File: config.mk
export PLATFORM = sky130hd
export DESIGN_NAME = wb_rr_arbiter2
export DESIGN_NICKNAME = d
export VERILOG_FILES = /design/src/rtl/wb_pkg.sv /design/src/rtl/wb_watchdog.sv /design/src/rtl/wb_rr_arbiter2.sv
export SDC_FILE = /design/constraint.sdc
export NUM_CORES = 1
export LEC_CHECK = 0
export CORE_AREA = 5 5 122 124
export DETAILED_ROUTE_END_ITERATION = 10
export DIE_AREA = 0 0 127 129
export PLACE_DENSITY_LB_ADDON = 0.2
export SYNTH_ARGS = -nofsm -noshare
export SYNTH_HDL_FRONTEND = slang
export SYNTH_SLANG_ARGS = --single-unit
File: constraint.sdc
create_clock -name clock -period 2.4 [get_ports clock]
set_clock_uncertainty 0.15 [all_clocks]
set_input_delay 0.36 -clock clock [delete_from_list [all_inputs] [get_ports clock]]
set_output_delay 0.36 -clock clock [all_outputs]
set_load 0.02 [all_outputs]
File: src/rtl/wb_pkg.sv
// Shared Wishbone definitions: arbiter FSM states and default bus widths.
package wb_pkg;

   typedef enum logic [1:0] {
      ST_IDLE  = 2'd0,
      ST_GNT0  = 2'd1,
      ST_GNT1  = 2'd2,
      ST_ABORT = 2'd3
   } arb_state_e;

   localparam int WB_AW = 32;
   localparam int WB_DW = 32;
   localparam int WB_SW = WB_DW / 8;

   // Byte-select width for an arbitrary data width.
   function automatic int sel_width(input int dw);
      return dw / 8;
   endfunction

endpackage

File: src/rtl/wb_watchdog.sv
// Bus watchdog: counts unanswered strobe cycles and flags the cycle on
// which the count would reach TIMEOUT. Clear takes priority over increment.
module wb_watchdog #(
   parameter int TIMEOUT = 255,
   parameter int TW      = 8
) (
   input  logic clock,
   input  logic reset_n,
   input  logic clr_i,
   input  logic inc_i,
   output logic hit_o
);

   logic [TW-1:0] cnt_q;
   logic [TW-1:0] cnt_d;

   // Next count: clear on response/idle, otherwise step while the strobe waits.
   always_comb begin
      cnt_d = cnt_q;
      if (clr_i) begin
         cnt_d = '0;
      end else if (inc_i) begin
         cnt_d = cnt_q + 1'b1;
      end
   end

   // Counter register with synchronous active-low reset.
   always_ff @(posedge clock) begin
      if (!reset_n) begin
         cnt_q <= '0;
      end else begin
         cnt_q <= cnt_d;
      end
   end

   assign hit_o = inc_i && !clr_i && (cnt_q == TW'(TIMEOUT - 1));

endmodule

File: src/rtl/wb_rr_arbiter2.sv
// Two-master round-robin Wishbone B3 classic arbiter with bus watchdog.
// The grant is held for a whole CYC; muxing is combinational from the
// registered state, so the only latency is one arbitration cycle.
module wb_rr_arbiter2
   import wb_pkg::*;
#(
   parameter int AW      = WB_AW,
   parameter int DW      = WB_DW,
   parameter int TIMEOUT = 255,
   parameter int TW      = 8
) (
   input  logic                 clock,
   input  logic                 reset_n,
   // master 0
   input  logic [AW-1:0]        m0_adr_i,
   input  logic [DW-1:0]        m0_dat_i,
   output logic [DW-1:0]        m0_dat_o,
   input  logic [DW/8-1:0]      m0_sel_i,
   input  logic                 m0_we_i,
   input  logic                 m0_stb_i,
   input  logic                 m0_cyc_i,
   output logic                 m0_ack_o,
   output logic                 m0_err_o,
   output logic                 m0_rty_o,
   // master 1
   input  logic [AW-1:0]        m1_adr_i,
   input  logic [DW-1:0]        m1_dat_i,
   output logic [DW-1:0]        m1_dat_o,
   input  logic [DW/8-1:0]      m1_sel_i,
   input  logic                 m1_we_i,
   input  logic                 m1_stb_i,
   input  logic                 m1_cyc_i,
   output logic                 m1_ack_o,
   output logic                 m1_err_o,
   output logic                 m1_rty_o,
   // slave
   output logic [AW-1:0]        s_adr_o,
   output logic [DW-1:0]        s_dat_o,
   output logic [DW/8-1:0]      s_sel_o,
   output logic                 s_we_o,
   output logic                 s_stb_o,
   output logic                 s_cyc_o,
   input  logic [DW-1:0]        s_dat_i,
   input  logic                 s_ack_i,
   input  logic                 s_err_i,
   input  logic                 s_rty_i,
   // status
   output logic [1:0]           grant_o,
   output logic                 timeout_o
);

   arb_state_e state_q, state_d;
   logic       last_q, last_d;    // master that owned the bus most recently
   logic       owner_q, owner_d;  // master being served (needed in ABORT)

   logic       wd_inc;
   logic       wd_hit;
   logic       in_gnt;
   logic       cur_stb;
   logic       slv_resp;

   assign in_gnt   = (state_q == ST_GNT0) || (state_q == ST_GNT1);
   assign cur_stb  = (state_q == ST_GNT1) ? m1_stb_i : m0_stb_i;
   assign slv_resp = s_ack_i || s_err_i || s_rty_i;
   assign wd_inc   = in_gnt && cur_stb && !slv_resp;

   wb_watchdog #(
      .TIMEOUT (TIMEOUT),
      .TW      (TW)
   ) u_wdog (
      .clock   (clock),
      .reset_n (reset_n),
      .clr_i   (!wd_inc),
      .inc_i   (wd_inc),
      .hit_o   (wd_hit)
   );

   // State, round-robin history and current owner registers.
   always_ff @(posedge clock) begin
      if (!reset_n) begin
         state_q <= ST_IDLE;
         last_q  <= 1'b1;
         owner_q <= 1'b0;
      end else begin
         state_q <= state_d;
         last_q  <= last_d;
         owner_q <= owner_d;
      end
   end

   // Next-state: round-robin pick in IDLE, hold while CYC, abort on watchdog.
   always_comb begin
      state_d = state_q;
      last_d  = last_q;
      owner_d = owner_q;
      unique case (state_q)
         ST_IDLE: begin
            if (m0_cyc_i && m1_cyc_i) begin
               state_d = last_q ? ST_GNT0 : ST_GNT1;
               owner_d = !last_q;
            end else if (m0_cyc_i) begin
               state_d = ST_GNT0;
               owner_d = 1'b0;
            end else if (m1_cyc_i) begin
               state_d = ST_GNT1;
               owner_d = 1'b1;
            end
         end
         ST_GNT0: begin
            if (!m0_cyc_i) begin
               state_d = ST_IDLE;
               last_d  = 1'b0;
            end else if (wd_hit) begin
               state_d = ST_ABORT;
            end
         end
         ST_GNT1: begin
            if (!m1_cyc_i) begin
               state_d = ST_IDLE;
               last_d  = 1'b1;
            end else if (wd_hit) begin
               state_d = ST_ABORT;
            end
         end
         ST_ABORT: begin
            if (owner_q ? m1_cyc_i : m0_cyc_i) begin
               state_d = owner_q ? ST_GNT1 : ST_GNT0;
            end else begin
               state_d = ST_IDLE;
               last_d  = owner_q;
            end
         end
         default: state_d = ST_IDLE;
      endcase
   end

   // Outputs: slave bus driven by the owner, responses routed only to it.
   always_comb begin
      m0_dat_o  = s_dat_i;
      m1_dat_o  = s_dat_i;
      s_adr_o   = m0_adr_i;
      s_dat_o   = m0_dat_i;
      s_sel_o   = m0_sel_i;
      s_we_o    = m0_we_i;
      s_stb_o   = 1'b0;
      s_cyc_o   = 1'b0;
      m0_ack_o  = 1'b0;
      m0_err_o  = 1'b0;
      m0_rty_o  = 1'b0;
      m1_ack_o  = 1'b0;
      m1_err_o  = 1'b0;
      m1_rty_o  = 1'b0;
      grant_o   = 2'b00;
      timeout_o = 1'b0;
      unique case (state_q)
         ST_GNT0: begin
            s_stb_o  = m0_stb_i;
            s_cyc_o  = m0_cyc_i;
            m0_ack_o = s_ack_i;
            m0_err_o = s_err_i;
            m0_rty_o = s_rty_i;
            grant_o  = 2'b01;
         end
         ST_GNT1: begin
            s_adr_o  = m1_adr_i;
            s_dat_o  = m1_dat_i;
            s_sel_o  = m1_sel_i;
            s_we_o   = m1_we_i;
            s_stb_o  = m1_stb_i;
            s_cyc_o  = m1_cyc_i;
            m1_ack_o = s_ack_i;
            m1_err_o = s_err_i;
            m1_rty_o = s_rty_i;
            grant_o  = 2'b10;
         end
         ST_ABORT: begin
            timeout_o = 1'b1;
            m0_err_o  = !owner_q;
            m1_err_o  = owner_q;
         end
         default: ;
      endcase
   end

endmodule
Word-level counts from Yosys, hierarchy flattened
Cells that the tools add are included.
W data, S select, Z words.
{"block": "op_classes", "eq_ne": 8, "n_div": 0, "reduce_logical": 16, "n_mul": 0, "addsub": 1, "bitwise_logic": 0, "magnitude_cmp": 0, "n_shift": 0, "n_mux": 33}
{"op": "$mux W32", "count": 2}
{"op": "$mux W2", "count": 9}
{"op": "$mux W1", "count": 14}
{"op": "$add A8 B1 Y8 const B", "count": 1}
{"op": "$eq A8 B8 Y1 const B", "count": 1}
{"op": "$pmux W1 S2", "count": 4}
{"op": "$pmux W2 S4", "count": 1}
{"op": "$ne A2 B2 Y1 const B", "count": 3}
{"op": "$reduce_bool A3 Y1", "count": 2}
{"op": "$eq A2 B2 Y1 const B", "count": 2}
{"op": "$logic_and A1 B1 Y1", "count": 4}
{"op": "$mux W4", "count": 1}
{"op": "$ne A4 B4 Y1 const B", "count": 1}
{"op": "$pmux W2 S2", "count": 1}
{"op": "$reduce_and A2 Y1", "count": 2}
{"op": "$reduce_and A4 Y1", "count": 1}
{"op": "$logic_not A1 Y1", "count": 3}
{"op": "$logic_or A1 B1 Y1", "count": 3}
{"op": "$pmux W1 S3", "count": 1}
{"op": "$eq A2 B1 Y1 const B", "count": 1}
{"op": "$logic_not A2 Y1", "count": 1}
{"block": "word_totals", "ram_bits": 0, "n_memories": 0, "mem_bits_ro": 0, "latchBits": 0, "output_inout_bits": 144, "elab_cells": 62, "register_bits": 12, "input_bits": 179}

Logic depth before layout (Yosys ltp)
{"block": "depth", "depth_word": 8, "depth_mapped": 6, "mapped_depth_nobuf": 6}

By module
From an unflattened synthesis, not the netlist that was laid out.
{"block": "hier_totals", "cells_unflattened": 234, "hier_area_um2": 2250.9}
{"mod": "wb_rr_arbiter2", "seq_area_each_um2": 80.1, "instances": 1, "area_per_inst_um2": 1874.3, "cells_per_inst": 191}
{"mod": "wb_watchdog", "seq_area_each_um2": 160.2, "instances": 1, "area_per_inst_um2": 376.6, "cells_per_inst": 43}

Worst setup path after synthesis
Ideal clock, no wire load.
{"block": "synth_timing", "kind": "reg-to-output", "start": "reg state_q[0]", "end": "out s_adr_o[0]", "stages_incl_launch_ff": 6, "path_buffers": 2, "t_required_ps": 1890, "slack_ps": 189, "arrival_ps": 1701, "path_cell_list": "dfxtp_1 -> inv_1 -> ha_1 -> clkbuf_1 -> buf_2 -> mux2_2"}
{"block": "synth_via", "elab_chain_cells": 2}
{"item": "from (decl)", "line": "wb_rr_arbiter2.sv:52", "source": "arb_state_e state_q, state_d;"}
{"item": "from (signal assigned)", "line": "wb_rr_arbiter2.sv:85", "source": "state_q <= state_d;"}
{"item": "$eq A2 B2 Y1", "line": "wb_rr_arbiter2.sv:155", "source": "unique case (state_q)"}
{"item": "$mux W32", "line": "wb_rr_arbiter2.sv:155"}
{"item": "to (decl)", "line": "wb_rr_arbiter2.sv:37", "source": "output logic [AW-1:0] s_adr_o,"}
Every way passes these cells.

Final worst setup path
{"block": "layout_timing", "start": "reg state_q[0]", "end": "out s_adr_o[22]"}
Same word-level chain as after synthesis.

==> reports/results.tsv <==
stage	metric	value	unit
status	run status	finished, final reports clean	
global_routing	Global Route Usage Sum	11.5	%
worst_setup_path	CP Data Arrival Time	1.82	ns
final_layout	final core utilization	30.4	%
clocking	number of buffers inserted to repair setup after CTS	0	
routing	WL per Instance	17.8	um
sta	post-route fraction of the period consumed by the critical path	97.2	%
place	count of buffers inserted at the top-level ports	226	
hold_path	worst hold path type	reg -> reg	
final_layout	net count reported at finish	585	
synth	Post-Syn Nets	414	
global_routing	largest net degree at the start of global routing	27	
synth	mapped cell area	2040	um2
pwr	total leakage power	1.70	nW
final_layout	leading cell types in the layout, fill and taps excluded	clkdlybuf4s50_1 (151), dlygate4sd2_1 (72), mux2_2 (70), dfxtp_1 (12), nor2_1 (11)	
final_layout	most common cell after layout, fill and taps aside	clkdlybuf4s50_1	
global_routing	wire length of the first global-routing pass	14500	um
worst_setup_path	kind of end point of the critical path	output port	
synth	post-synthesis cell count	228	
die	standard-cell row count	43	
die	die boundary width	127	um
die	floorplan core area	13700	um2
final_layout	layout cell share with drive strength beyond 1	23.1	%
clocking	Inserted Clock Buffers	3	
clocking	post-cts gate resize count	72	
place	Setup Slack @ Placement	0.0959	ns
final_layout	layout filler cell count	1479	
routing	Via Count	2218	
die	initial core utilization	14.9	%
worst_setup_path	maximum net fanout on the critical path	7	
routing	number of DRC violations after detailed-routing iteration 0	27	
sta	maximum operating frequency	0.429	GHz
place	routability congestion estimate	0.782	
pwr	power density relative to cell area	688	nW/um2
worst_setup_path	worst endpoint required time	1.89	ns
clocking	clock slew at the register clock pins of the worst setup and hold paths	0.04	ns
clocking	count of H-tree levels built during CTS	1	
sta	post-route setup TNS	0	ns
sta	RSZ-0062 raised after global routing	false	
sta	measured slew at the worst slew-check pin	0.383	ns
pwr	Peak VDD IR	0.000274	V
worst_setup_path	stage delay of the slowest cell on the critical path	0.57	ns
worst_setup_path	launch point of the critical path	state_q[0]$_SDFFE_PN0P_	
worst_setup_path	slowest library cell on the worst path	clkdlybuf4s50_1	
sta	crit path setup slack, layout	0.0673	ns
synth	count of yosys warnings during synthesis	0	
synth	count of unique library cells instantiated by Yosys	34	
routing	drt first pass iters	3	
synth	post-synthesis average cell area	8.96	um2
final_layout	Area growth syn-to-layout	103	%
clocking	clock latency at the later pin of the worst-skew pair	0.24	ns
global_routing	final global-route overflow total	0	
global_routing	via count of the first global-routing pass	2436	
die	number of placed I/O pins	323	
sta	# setup viols final	0	
hold_path	origin of the worst min-delay path	u_wdog.cnt_q[0]$_SDFF_PN0_	
worst_setup_path	Worst R2R Start	state_q[1]$_SDFFE_PN0P_	
sta	final-report hold violation count	0	
routing	final WL	10300	um
final_layout	final antenna diode count	0	
synth	library cell occupying the most area in the post-synthesis netlist	mux2_2	
worst_setup_path	critical path startpoint category	flip-flop	
routing	post-detailed-route count of antenna-violating nets	0	
synth	ranking of synthesized cells by area	mux2_2 (39%), buf_4 (24%), dfxtp_1 (12%)	
synth	register bit total from synthesis	12	
routing	vias per cell	3.84	
sta	Final Max Tran Viols	0	
global_routing	number of antenna violations at the first check in global routing	0	
routing	DRC violations left	0	
die	die height	129	um
clocking	deepest clock path buffer count	2	
place	post-DP HPWL	9340	um
synth	portion of the post-synthesis area used by sequential elements	11.8	%
sta	Slew Limit Headroom	73.7	%
clocking	clock root buffer	clkbuf_16	
clocking	TritonCTS clock tree	done	
sta	post-layout minimum cycle time	2.33	ns
flow_run	count of max-cap constraint violations	0	
clocking	number of hold-repair buffers added at the cts stage	0	
synth	area share of the leading cell type in the synthesized netlist	38.6	%
clocking	Num Clock Sinks	12	
die	die area	16400	um2
worst_setup_path	critical-path cell list	inv_1 > ha_4 > mux2_2 > clkdlybuf4s50_1	
pwr	Power Total	2.86	mW
worst_setup_path	worst setup path class	reg -> out	
## critical path: cells and delay by family, from the launching register on
| kind | cells | cell delay (ns) |
|---|---|---|
| multiplexers | 1 | 0.35 |
| adder cells (fa/ha/maj) | 1 | 0.24 |
| buffers and inverters | 2 | 0.68 |
| flip-flops | 1 | 0.30 |
## synth_stat cells
library cell and n:
nor2_1 11, buf_4 64, a22oi_1 1, mux2i_1 2
a22o_1 1, o21ai_1 2, xnor2_1 1, xor2_1 5
a21boi_1 1, and3_1 1, nor2b_1 3, buf_1 1
and4_1 1, inv_1 6, a21o_1 1, a21boi_0 1
a31oi_1 2, a211oi_1 1, nand2b_1 1, nor4b_4 1
dfxtp_1 12, nand3_1 4, nand4_1 1, or4b_4 1
mux2_2 70, nand2_1 7, a32oi_1 1, a21oi_1 2
o21ai_0 4, buf_2 6, and2_2 2, ha_1 7
and2_1 3, clkbuf_1 1
## through the flow
stage | hold WS [ns] | area, um2 | std cells
final | 0.341 | 4150 | 578
after global routing | 0.389 | 4150 | 578
after CTS | 0.348 | 4150 | 578
after detailed placement | 0.335 | 4150 | 574
after global placement | 0.341 | 4150 | 574
after floorplan | 0.272 | 2040 | 228
## logic make-up (layout without fill, tap and decap cells)
family / Yosys count / in the layout / share of synthesized area [%]
and+or+nand+nor: 36 / 36 / 10.0
xor gates and xnor gates: 6 / 6 / 2.57
adders and majority gates: 7 / 7 / 4.29
DFF: 12 / 12 / 11.8
muxes: 72 / 72 / 39.6
buffers and inverters: 78 / 248 / 26.5
AOI/OAI and AO/OA: 17 / 17 / 5.27
## flip-flops by register name (all words and copies together) (netlist names)
name          count
last_q            1
owner_q           1
state_q           2
u_wdog.cnt_q      8
## routing by layer
layer | global-route usage (%) | wire, um
met5 | 0 | 0
met4 | 2.08 | 116
met1 | 12.4 | 3580
met3 | 5.65 | 1290
met2 | 20.7 | 5320
## path summary, 6_finish.rpt
kind	cells past startpoint	to	slack [ns]
worst max register to register	6	state_q[0]$_SDFFE_PN0P_	0.17
worst min-delay path	1	u_wdog.cnt_q[0]$_SDFF_PN0_	0.34
worst max-delay path	4	s_adr_o[22]	0.07
worst min register to register	1	u_wdog.cnt_q[0]$_SDFF_PN0_	0.34
## where the power goes
part	leakage [nW]	switching [mW]	total [mW]	internal (mW)
clock	0.0442	0.0867	0.338	0.251
combinational	1.56	1.11	2.27	1.15
sequential	0.0975	0.0240	0.249	0.225
## final cells by class
| class | instances | area, um2 | area share (%) |
|---|---|---|---|
| tap | 180 | 225 | 5.42 |
| timing repair buffer | 238 | 2300 | 55.4 |
| sequential | 12 | 240 | 5.78 |
| clock buffer | 4 | 88.8 | 2.14 |
| multi-input combinational | 138 | 1270 | 30.7 |
| inverter | 6 | 22.5 | 0.542 |
Note: power is estimated with default switching activity, not from simulation.
